### config.mk
export PLATFORM = sky130hd
export DESIGN_NAME = uart_reg_arbiter
export DESIGN_NICKNAME = d
export VERILOG_FILES = /design/src/rtl/uart_regs_pkg.sv /design/src/rtl/rr_arb2.sv /design/src/rtl/uart_reg_arbiter.sv
export SDC_FILE = /design/constraint.sdc
export NUM_CORES = 1
export LEC_CHECK = 0
export CAP_MARGIN = 15
export CORE_MARGIN = 3
export CORE_UTILIZATION = 30
export CTS_BUF_LIST = sky130_fd_sc_hd__clkbuf_8
export DETAILED_ROUTE_END_ITERATION = 8
export GPL_TIMING_DRIVEN = 0
export PLACE_DENSITY = 0.64
export RECOVER_POWER = 25
export REMOVE_ABC_BUFFERS = 1
export SYNTH_ARGS = -nofsm -noshare
export SYNTH_HDL_FRONTEND = slang
export SYNTH_HIERARCHICAL = 1
export SYNTH_SLANG_ARGS = --single-unit
### constraint.sdc
create_clock -name clk -period 3.8 [get_ports clk]
set_input_delay 0.57 -clock clk [delete_from_list [all_inputs] [get_ports clk]]
set_output_delay 0.57 -clock clk [all_outputs]
set_load 0.01 [all_outputs]
### src/rtl/uart_regs_pkg.sv
// Shared UART register-port definitions: register addresses, LSR masks,
// arbiter FSM states and the request payload selected by the arbiter.
package uart_regs_pkg;

    localparam int unsigned ADDR_W = 3;
    localparam int unsigned DATA_W = 8;
    localparam int unsigned CNT_W  = $clog2(16);

    localparam logic [ADDR_W-1:0] RBR_THR = 3'd0;
    localparam logic [ADDR_W-1:0] LCR     = 3'd3;
    localparam logic [ADDR_W-1:0] LSR     = 3'd5;

    localparam logic [DATA_W-1:0] LSR_DR   = 8'h01;
    localparam logic [DATA_W-1:0] LSR_TEMT = 8'h40;

    typedef enum logic [2:0] {
        IDLE,
        SETUP,
        STROBE,
        WAIT,
        DONE
    } state_e;

    typedef struct packed {
        logic              we;
        logic [ADDR_W-1:0] addr;
        logic [DATA_W-1:0] wdata;
    } reg_req_t;

endpackage

### src/rtl/rr_arb2.sv
// Two-request round-robin picker; on a tie the port not granted last wins.
module rr_arb2 (
    input  logic [1:0] req,
    input  logic       last,
    output logic       grant
);

    always_comb begin
        grant = req[1];
        if (req == 2'b11) begin
            grant = ~last;
        end
    end

endmodule

### src/rtl/uart_reg_arbiter.sv
// Shares the UART register port between two requesters, running the
// address-setup / one-cycle-strobe / read-wait sequence of the register file.
module uart_reg_arbiter
    import uart_regs_pkg::*;
#(
    parameter int unsigned RD_WAIT = 4
) (
    input  logic              clk,
    input  logic              rst,
    input  logic              req0,
    input  logic              we0,
    input  logic [ADDR_W-1:0] addr0,
    input  logic [DATA_W-1:0] wdata0,
    output logic              ack0,
    output logic [DATA_W-1:0] rdata0,
    input  logic              req1,
    input  logic              we1,
    input  logic [ADDR_W-1:0] addr1,
    input  logic [DATA_W-1:0] wdata1,
    output logic              ack1,
    output logic [DATA_W-1:0] rdata1,
    output logic              i_tx_en,
    output logic [ADDR_W-1:0] waddr,
    output logic [DATA_W-1:0] wdata,
    output logic              i_rx_en,
    output logic [ADDR_W-1:0] raddr,
    input  logic [DATA_W-1:0] rdata
);

    state_e             state, state_d;
    logic               last, last_d;
    logic               cur_we, cur_we_d;
    logic [CNT_W-1:0]   cnt, cnt_d;
    logic               pick;
    reg_req_t           sel;

    logic               tx_en_d, rx_en_d, ack0_d, ack1_d;
    logic [ADDR_W-1:0]  waddr_d, raddr_d;
    logic [DATA_W-1:0]  wdata_d, rdata0_d, rdata1_d;

    rr_arb2 u_arb (
        .req   ({req1, req0}),
        .last  (last),
        .grant (pick)
    );

    assign sel = pick ? {we1, addr1, wdata1} : {we0, addr0, wdata0};

    // Next-state and next-output logic; `last` doubles as the granted port.
    always_comb begin
        state_d  = state;
        last_d   = last;
        cur_we_d = cur_we;
        cnt_d    = cnt;
        tx_en_d  = 1'b0;
        rx_en_d  = 1'b0;
        ack0_d   = 1'b0;
        ack1_d   = 1'b0;
        waddr_d  = waddr;
        wdata_d  = wdata;
        raddr_d  = raddr;
        rdata0_d = rdata0;
        rdata1_d = rdata1;

        case (state)
            IDLE: begin
                if (req0 || req1) begin
                    last_d   = pick;
                    cur_we_d = sel.we;
                    if (sel.we) begin
                        waddr_d = sel.addr;
                        wdata_d = sel.wdata;
                    end else begin
                        raddr_d = sel.addr;
                    end
                    state_d = SETUP;
                end
            end
            SETUP: begin
                tx_en_d = cur_we;
                rx_en_d = ~cur_we;
                state_d = STROBE;
            end
            STROBE: begin
                if (cur_we) begin
                    ack0_d  = ~last;
                    ack1_d  = last;
                    state_d = DONE;
                end else begin
                    cnt_d   = CNT_W'(RD_WAIT - 1);
                    state_d = WAIT;
                end
            end
            WAIT: begin
                cnt_d = cnt - CNT_W'(1);
                if (cnt == '0) begin
                    if (last) begin
                        rdata1_d = rdata;
                    end else begin
                        rdata0_d = rdata;
                    end
                    ack0_d  = ~last;
                    ack1_d  = last;
                    state_d = DONE;
                end
            end
            DONE: begin
                state_d = IDLE;
            end
            default: begin
                state_d = IDLE;
            end
        endcase
    end

    // State and output registers; pointer reset so port 0 wins the first tie.
    always_ff @(posedge clk) begin
        if (rst) begin
            state   <= IDLE;
            last    <= 1'b1;
            cur_we  <= 1'b0;
            cnt     <= '0;
            i_tx_en <= 1'b0;
            i_rx_en <= 1'b0;
            ack0    <= 1'b0;
            ack1    <= 1'b0;
            waddr   <= '0;
            wdata   <= '0;
            raddr   <= '0;
            rdata0  <= '0;
            rdata1  <= '0;
        end else begin
            state   <= state_d;
            last    <= last_d;
            cur_we  <= cur_we_d;
            cnt     <= cnt_d;
            i_tx_en <= tx_en_d;
            i_rx_en <= rx_en_d;
            ack0    <= ack0_d;
            ack1    <= ack1_d;
            waddr   <= waddr_d;
            wdata   <= wdata_d;
            raddr   <= raddr_d;
            rdata0  <= rdata0_d;
            rdata1  <= rdata1_d;
        end
    end

endmodule

# Word level (Yosys, flattened, before mapping)
# Index checks and enable logic that the tools add are counted.
# W data, S select, Z words.
[op_classes]
add_sub_neg = 1
n_eq_ne = 7
n_mux = 14
bitwise_logic = 4
reduce_logical = 12
[ops]
columns = ["cell", "count"]
rows = [
  ["$mux W12", 1],
  ["$pmux W3 S4", 1],
  ["$reduce_and A3 Y1", 4],
  ["$mux W3", 3],
  ["$pmux W4 S2", 1],
  ["$eq A3 B2 Y1 const B", 2],
  ["$ne A2 B2 Y1 const B", 3],
  ["$reduce_and A2 Y1", 3],
  ["$mux W1", 5],
  ["$logic_not A4 Y1", 1],
  ["$mux W4", 1],
  ["$not A1 Y1", 4],
  ["$pmux W1 S2", 2],
  ["$sub A4 B1 Y4 const B", 1],
  ["$eq A3 B1 Y1 const B", 1],
  ["$logic_not A3 Y1", 1],
  ["$eq A2 B2 Y1 const B", 1],
  ["$reduce_bool A2 Y1", 1],
  ["$reduce_or A2 Y1", 1],
  ["$logic_or A1 B1 Y1", 1],
]
[word_totals]
reg_bits = 43
in_bits = 36
output_inout_bits = 34
wordCells = 51

# Logic depth before layout (Yosys ltp)
# Gate-level depths: netlist (run 1).
[logic_depth]
ltp_word = 5
mapped_depth = 6
ltp_nobuf = 5

# Modules after synthesis
# Netlist (run 1), hierarchy kept.
[by_module_without_submodules]
columns = ["mod", "n_inst", "cells_per_inst", "area_per_inst_um2", "seq_area_each_um2"]
rows = [
  ["uart_reg_arbiter", 1, 191, 1891.8, 860.8],
  ["rr_arb2", 1, 1, 11.3, 0.0],
]

# Least setup slack after synthesis (run 1)
# Ideal clock, no wire load.
[synth_timing]
path_type = "input to register"
startpoint = "in req1"
endpoint = "reg waddr[1]"
setup_ns = 0.121
arrival_time_ns = 1.731
t_required_ns = 3.679
path_slack_ns = 1.949
stages = 6
n_path_buf = 2
cell_sequence = "a21boi_2 > buf_2 > mux2i_1 > nor3_2 > buf_2 > mux2_2"
[synth_between]
elab_chain_len = 4
word_cells_on_any_way = 5
cone_classes = "eq/ne (1); mux (2); reduce/logical (2)"
[synth_lines]
columns = ["element", "line_no", "text"]
rows = [
  ["start, declared", "uart_reg_arbiter.sv:16", "input logic req1,"],
  ["$eq A2 B2 Y1", "rr_arb2.sv:10", "if (req == 2'b11) begin"],
  ["$mux W1", "rr_arb2.sv:10", ""],
  ["$mux W12", "uart_reg_arbiter.sv:47", "assign sel = pick ? {we1, addr1, wdata1} : {we0, addr0, wdata0};"],
  ["$reduce_and A3 Y1 (no line)", "--", ""],
  ["end signal, assigned", "uart_reg_arbiter.sv:141", "waddr <= waddr_d;"],
  ["end, declared", "uart_reg_arbiter.sv:23", "output logic [ADDR_W-1:0] waddr,"],
]
# Several ways; a longest one is shown, not always the timed one.
# A chain may end at the register's enable or synchronous reset.

# Worst setup path in the final report (run 1)
[layout_timing]
startpoint = "in req1"
endpoint = "reg waddr[0]"
[layout_between]
elab_chain_len = 4
word_cells_on_any_way = 5
cone_classes = "eq/ne (1); mux (2); reduce/logical (2)"
[layout_lines]
columns = ["element", "line_no", "text"]
rows = [
  ["$eq A2 B2 Y1", "rr_arb2.sv:10", ""],
  ["$mux W1 *", "rr_arb2.sv:10", ""],
  ["net pick", "uart_reg_arbiter.sv:34", "logic pick;"],
  ["$mux W12 *", "uart_reg_arbiter.sv:47", ""],
  ["$reduce_and A3 Y1 (no line)", "--", ""],
]
# The timed path passes the listed nets; every way through them passes the cells marked *.

==> results of run 1 <==
## path summary, 6_finish.rpt
check                                             from  slack (ps)                      to
worst min register to register  rdata0[7]$_SDFFE_PP0P_         460  rdata0[7]$_SDFFE_PP0P_
worst max-delay path                              req1         780   waddr[0]$_SDFFE_PP0P_
worst min-delay path            rdata0[7]$_SDFFE_PP0P_         460  rdata0[7]$_SDFFE_PP0P_
worst max register to register       last$_SDFFE_PP1P_        1130   waddr[0]$_SDFFE_PP0P_
## flip-flops by register name (all words and copies together), names as in the netlist
| signal | flops |
|---|---|
| waddr | 3 |
| rdata1 | 8 |
| wdata | 8 |
| rdata0 | 8 |
| cur_we | 1 |
| ack0 | 1 |
| last | 1 |
| cnt | 4 |
| i_rx_en | 1 |
| state | 3 |
| raddr | 3 |
| i_tx_en | 1 |
| ack1 | 1 |
## metrics by stage
step / util, % / area, um^2 / hold WS (ps) / setup slack, ps
final: 45.7 / 2760 / 458 / 776
after floorplan: - / 1850 / 440 / 1440
after global routing: 45.7 / 2760 / 486 / 572
after CTS: 45.7 / 2760 / 464 / 735
after detailed placement: 43.8 / 2640 / 451 / 425
after global placement: 43.8 / 2640 / 443 / 442
## layout make-up
cell class                      count  area, um^2
Fill cell                         593        3270
Multi-Input combinational cell    135         982
Clock inverter                      2        35.0
Timing Repair Buffer               69         691
Inverter                            3        11.3
Sequential cell                    43         861
Tap cell                           75        93.8
Clock buffer                        6        82.6
## cells by family after synthesis
| logic type | share of synthesized area, % |
|---|---|
| AOI/OAI and AO/OA | 12.1 |
| adders and majority gates | 1.31 |
| buffers and inverters | 3.16 |
| DFF | 45.2 |
| muxes | 18.9 |
| and+or+nand+nor | 19.3 |
## power by group through the flow
stage / sequential, mW / clock, mW / combinational, mW
after floorplan: 0.561 / 0 / 0.178
after global placement: 0.556 / 0 / 0.327
after detailed placement: 0.557 / 0 / 0.330
after CTS: 0.547 / 0.379 / 0.331
after global routing: 0.555 / 0.397 / 0.353
final: 0.546 / 0.365 / 0.324
## synth_stat cells (2+ instances only)
cell      count
buf_2         6
mux2i_1      28
ha_1          2
nor2b_1      10
nand2b_1      2
a31oi_1      10
nand3b_1      2
a211oi_1      9
mux2_2        7
clkbuf_1      4
a21oi_1       4
nand2_1      26
o21ai_0       5
nand3_1       4
nor2_1        5
dfxtp_1      43
inv_1         2
## placed cells by master, fill, tap and decap left out, types with 2 or more instances in the layout
cell / n
mux2_2: 7
clkbuf_8: 6
a21oi_1: 4
nand3b_1: 2
dlygate4sd3_1: 16
clkdlybuf4s50_1: 53
nand2b_1: 2
dfxtp_1: 43
nand3_1: 4
a211oi_1: 9
o21ai_0: 5
inv_1: 2
nor2_1: 5
nand2_1: 26
ha_1: 2
nor2b_1: 10
a31oi_1: 10
mux2i_1: 28
## layer usage
layer / track usage (%) / vias to the layer above / routed length, um
li1: - / 818 / -
met1: 17.1 / 765 / 2120
met2: 18.4 / 38 / 2070
met3: 4.23 / 2 / 230
met4: 3.45 / 0 / 23
met5: 0 / - / 0
## worst max-delay path, cell delays in order
cell	delay [ps]
clkdlybuf4s50_1	520
a21boi_2	780
mux2i_1	240
nor3_2	690
mux2_2	410
==> summary.md, run 1 <==
| Metric | Value |
|---|---|
| Initial core utilization | `31.6%` |
| Main flop type after synthesis | `dfxtp_1` |
| Outcome | `finished clean` |
| IO Port Bufs | `69` |
| # clock sinks | `43` |
| Rel. slew slack | `34.5%` |
| Final setup fails | `0` |
| Resize count post-CTS | `0` |
| CP max FO | `14` |
| Register area share after synthesis | `45.2%` |
| Clk pwr share | `29.6%` |
| Area growth syn-to-layout | `44.8%` |
| Setup Fix Bufs, Post-CTS | `0` |
| # hold bufs at CTS | `0` |
| Fmax | `0.331 GHz` |
| EDFF count, synth | `0` |
| Layout cells sized above 1 | `8.91%` |
| Avg WL per Cell | `13.3 um` |
| Htree depth | `2` |
| Antenna Nets Post-Route | `0` |
| Post-Syn Area | `1900 um^2` |
| Clock latency on the worst-skew pair | `290 ps` |
| Cts bufs inserted | `5` |
| Comb pwr share | `26.2%` |
| Leak | `1.09 nW` |
| # IOs | `70` |
| Pint | `0.886 mW` |
| Number of global-route vias before repair | `1498` |
| Final Power | `1.23 mW` |
| Critical Path RT | `3990 ps` |
| Routed vias | `1623` |
| Post-synth top area cell | `dfxtp_1` |
| Placed cells | `325` |
| P_sw | `0.349 mW` |
| Synth cell types | `40` |
| Layout net count | `295` |
| Worst-path clk slew | `80 ps` |
| Max cap viols | `0` |
| Setup TNS | `0 ps` |
| Die Wd | `85.6 um` |
| Die height | `85.6 um` |
| Ant. Diodes | `0` |
| Largest net degree at the start of global routing | `27` |
| Die area | `7340 um^2` |
| Power share of the sequential group | `44.2%` |
| Drt pass-1 iters | `4` |
| VDD IR max | `222 uV` |
| Final Non-Filler Cells | `333` |
| #FFs+latches synth | `43` |
| Ys Warns | `6` |
| Worst Reg2Reg Path Length in Cells | `4` |
| Clock tree from TritonCTS | `built` |
| Wirelength, routed | `4440 um` |
| Hold/Removal Path Class | `reg -> reg` |
| CTS max path bufs | `2` |
| Worst path arrival time | `3210 ps` |
| Post-synth top area share | `45.2%` |
| Worst Skew | `5.89 ps` |
| Worst setup EP type | `register` |
| Power Density | `448 nW/um^2` |
| Gpl congestion | `0.767` |
| Final period util | `79.6%` |
| WHS Path Cells | `2` |
| Total GRT Usage | `12.4%` |
| Setup CP Type | `in -> reg` |
| RSZ-0062 raised after global routing | `false` |
| Slew @ Worst Pin | `977 ps` |
| Root buffer cell | `clkbuf_8` |
| DR vias/cell | `4.87` |
| Core area | `6030 um^2` |
| Final min period | `3020 ps` |
| Remaining global-route overflow | `0` |
| Residual DRC | `0` |
| Average cell area after synthesis | `9.91 um^2` |
| Pins Over Slew Limit | `0` |
| Global-route wire length before repair | `7260 um` |
| Synthesized instance count | `192` |
| Std cell rows | `28` |
| Nature of the critical path startpoint | `input pin` |
| Initial DRC Count | `80` |
| Top post-synthesis cells by area | `dfxtp_1 (45%), mux2i_1 (15%), nand2_1 (5.1%), mux2_2 (4.1%), a211oi_1 (3.6%)` |
| Sw frac | `28.3%` |
| Final Hold Fails | `0` |
| Async set-reset flop share out of synthesis | `0%` |
| Initial antenna violation count | `0` |
| Dpl hpwl | `3140 um` |
Power figures use the tool's default switching activity.
==> inputs of run 2 (changes only) <==
==> constraint.sdc (replaced) <==
create_clock -name clk -period 3.12 [get_ports clk]
set_input_delay 0.468 -clock clk [delete_from_list [all_inputs] [get_ports clk]]
set_output_delay 0.468 -clock clk [all_outputs]
set_load 0.01 [all_outputs]
==> summary.md, run 2 (synthesis results as in run 1) <==
| Metric | Value |
|---|---|
| Antenna Nets Post-Route | `0` |
| Wirelength, routed | `4470 um` |
| Leak | `1.09 nW` |
| Hold/Removal Path Class | `reg -> reg` |
| Remaining global-route overflow | `0` |
| Final min period | `2710 ps` |
| CP max FO | `26` |
| Power Density | `545 nW/um^2` |
| Clk pwr share | `29.5%` |
| Residual DRC | `0` |
| Ant. Diodes | `0` |
| Pins Over Slew Limit | `0` |
| Pre-CTS worst setup slack | `-153 ps` |
| Worst-path clk slew | `80 ps` |
| CTS max path bufs | `2` |
| # clock sinks | `43` |
| P_sw | `0.426 mW` |
| Sw frac | `28.3%` |
| Initial antenna violation count | `0` |
| Most common cell after layout, fill and taps aside | `clkdlybuf4s50_1` |
| Routed vias | `1624` |
| Root buffer cell | `clkbuf_8` |
| Largest net degree at the start of global routing | `27` |
| Std cell rows | `28` |
| Final Power | `1.51 mW` |
| Area growth syn-to-layout | `45.2%` |
| Setup TNS | `0 ps` |
| Final period util | `87.0%` |
| Clock latency on the worst-skew pair | `290 ps` |
| Core area | `6030 um^2` |
| Worst path arrival time | `2880 ps` |
| Worst Setup Slack, final | `406 ps` |
| Cts bufs inserted | `5` |
| Hold Crit Start | `rdata0[7]$_SDFFE_PP0P_` |
| Pint | `1.08 mW` |
| Critical path launch point | `rst` |
| Die area | `7340 um^2` |
| Setup CP Type | `in -> reg` |
| Total GRT Usage | `12.4%` |
| Power share of the sequential group | `44.3%` |
| RSZ-0062 raised after global routing | `false` |
| Die height | `85.6 um` |
| Drt pass-1 iters | `4` |
| Initial DRC Count | `92` |
| # IOs | `70` |
| Layout net count | `295` |
| Gpl congestion | `0.767` |
| Htree depth | `2` |
| Fin util | `45.9%` |
| DR vias/cell | `4.88` |
| Initial core utilization | `31.6%` |
| Top Registers | `rdata0 x8, rdata1 x8, wdata x8` |
| Nature of the critical path startpoint | `input pin` |
| Most frequent cells in the layout | `clkdlybuf4s50_1 (53), dfxtp_1 (43), mux2i_1 (28)` |
| # fillers | `594` |
| Fmax | `0.368 GHz` |
| Die Wd | `85.6 um` |
| Worst setup EP type | `register` |
| Slew @ Worst Pin | `904 ps` |
| Dpl hpwl | `3140 um` |
| VDD IR max | `271 uV` |
| Rel. slew slack | `39.6%` |
| Outcome | `finished clean` |
| Reg2reg start | `last$_SDFFE_PP1P_` |
| Final setup fails | `0` |
| Layout cells sized above 1 | `8.91%` |
| Comb pwr share | `26.3%` |
| Avg WL per Cell | `13.4 um` |
| Critical Path RT | `3280 ps` |
| IO Port Bufs | `69` |
| Global-route wire length before repair | `7260 um` |
| Clock tree from TritonCTS | `built` |
| Number of global-route vias before repair | `1498` |
| Final Hold Fails | `0` |
| Worst Skew | `6.12 ps` |
| Max cap viols | `0` |
-- run 2: cell counts in the layout (fill, tap and decap cells not counted) --
No cell type changed its count.
-- run 2: layout make-up --
class                   count  area, um^2  share of cell area (%)
clock buffers               6        82.6                    2.99
clock inverters             2        35.0                    1.27
inverters                   3        11.3                   0.407
multi-input cells         135         990                    35.8
flip-flops and latches     43         861                    31.1
well taps                  75        93.8                    3.40
repair buffers             69         691                    25.0
-- run 2: final timing paths --
path                                 end  slack, ps  depth (start not counted)
setup / recovery  rdata0[2]$_SDFFE_PP0P_        410                          4
hold / removal    rdata0[7]$_SDFFE_PP0P_        460                          2
setup reg to reg   waddr[0]$_SDFFE_PP0P_        750                          4
hold reg to reg   rdata0[7]$_SDFFE_PP0P_        460                          2
-- run 2: metal layers --
| layer | up-vias | wire (um) | global-route usage [%] | part of all wire, % |
|---|---|---|---|---|
| met4 | 0 | 23 | 3.45 | 0.52 |
| met3 | 2 | 212 | 4.23 | 4.7 |
| met2 | 33 | 2070 | 18.4 | 46 |
| li1 | 820 | - | - | - |
| met1 | 769 | 2160 | 17.1 | 48 |
| met5 | - | 0 | 0 | 0 |
-- run 2: timing repair --
action,4_1_cts,5_1_grt
endpoints found under the setup margin,0,2
hold buffers,0,0
gates resized for setup,0,1
setup buffers,0,0
-- run 2: per-stage QoR --
stage | instances | hold slack (ps) | cell area (um^2)
finish | 333 | 458 | 2760
global route | 333 | 486 | 2760
CTS | 333 | 464 | 2760
detailed placement | 325 | 451 | 2640
global placement | 325 | 443 | 2640
floorplan | 181 | 440 | 1850
-- run 2: worst max-delay path: stages --
cell           delay, ps
dlygate4sd3_1       1130
clkinv_1             860
nand2_1              310
mux2i_1              100
-- run 2: power by group through the flow --
stage | logic [mW] | registers (mW) | clock network (mW)
CTS | 0.403 | 0.666 | 0.461
floorplan | 0.216 | 0.683 | 0
finish | 0.395 | 0.666 | 0.444
global placement | 0.398 | 0.677 | 0
detailed placement | 0.402 | 0.678 | 0
global route | 0.431 | 0.678 | 0.484
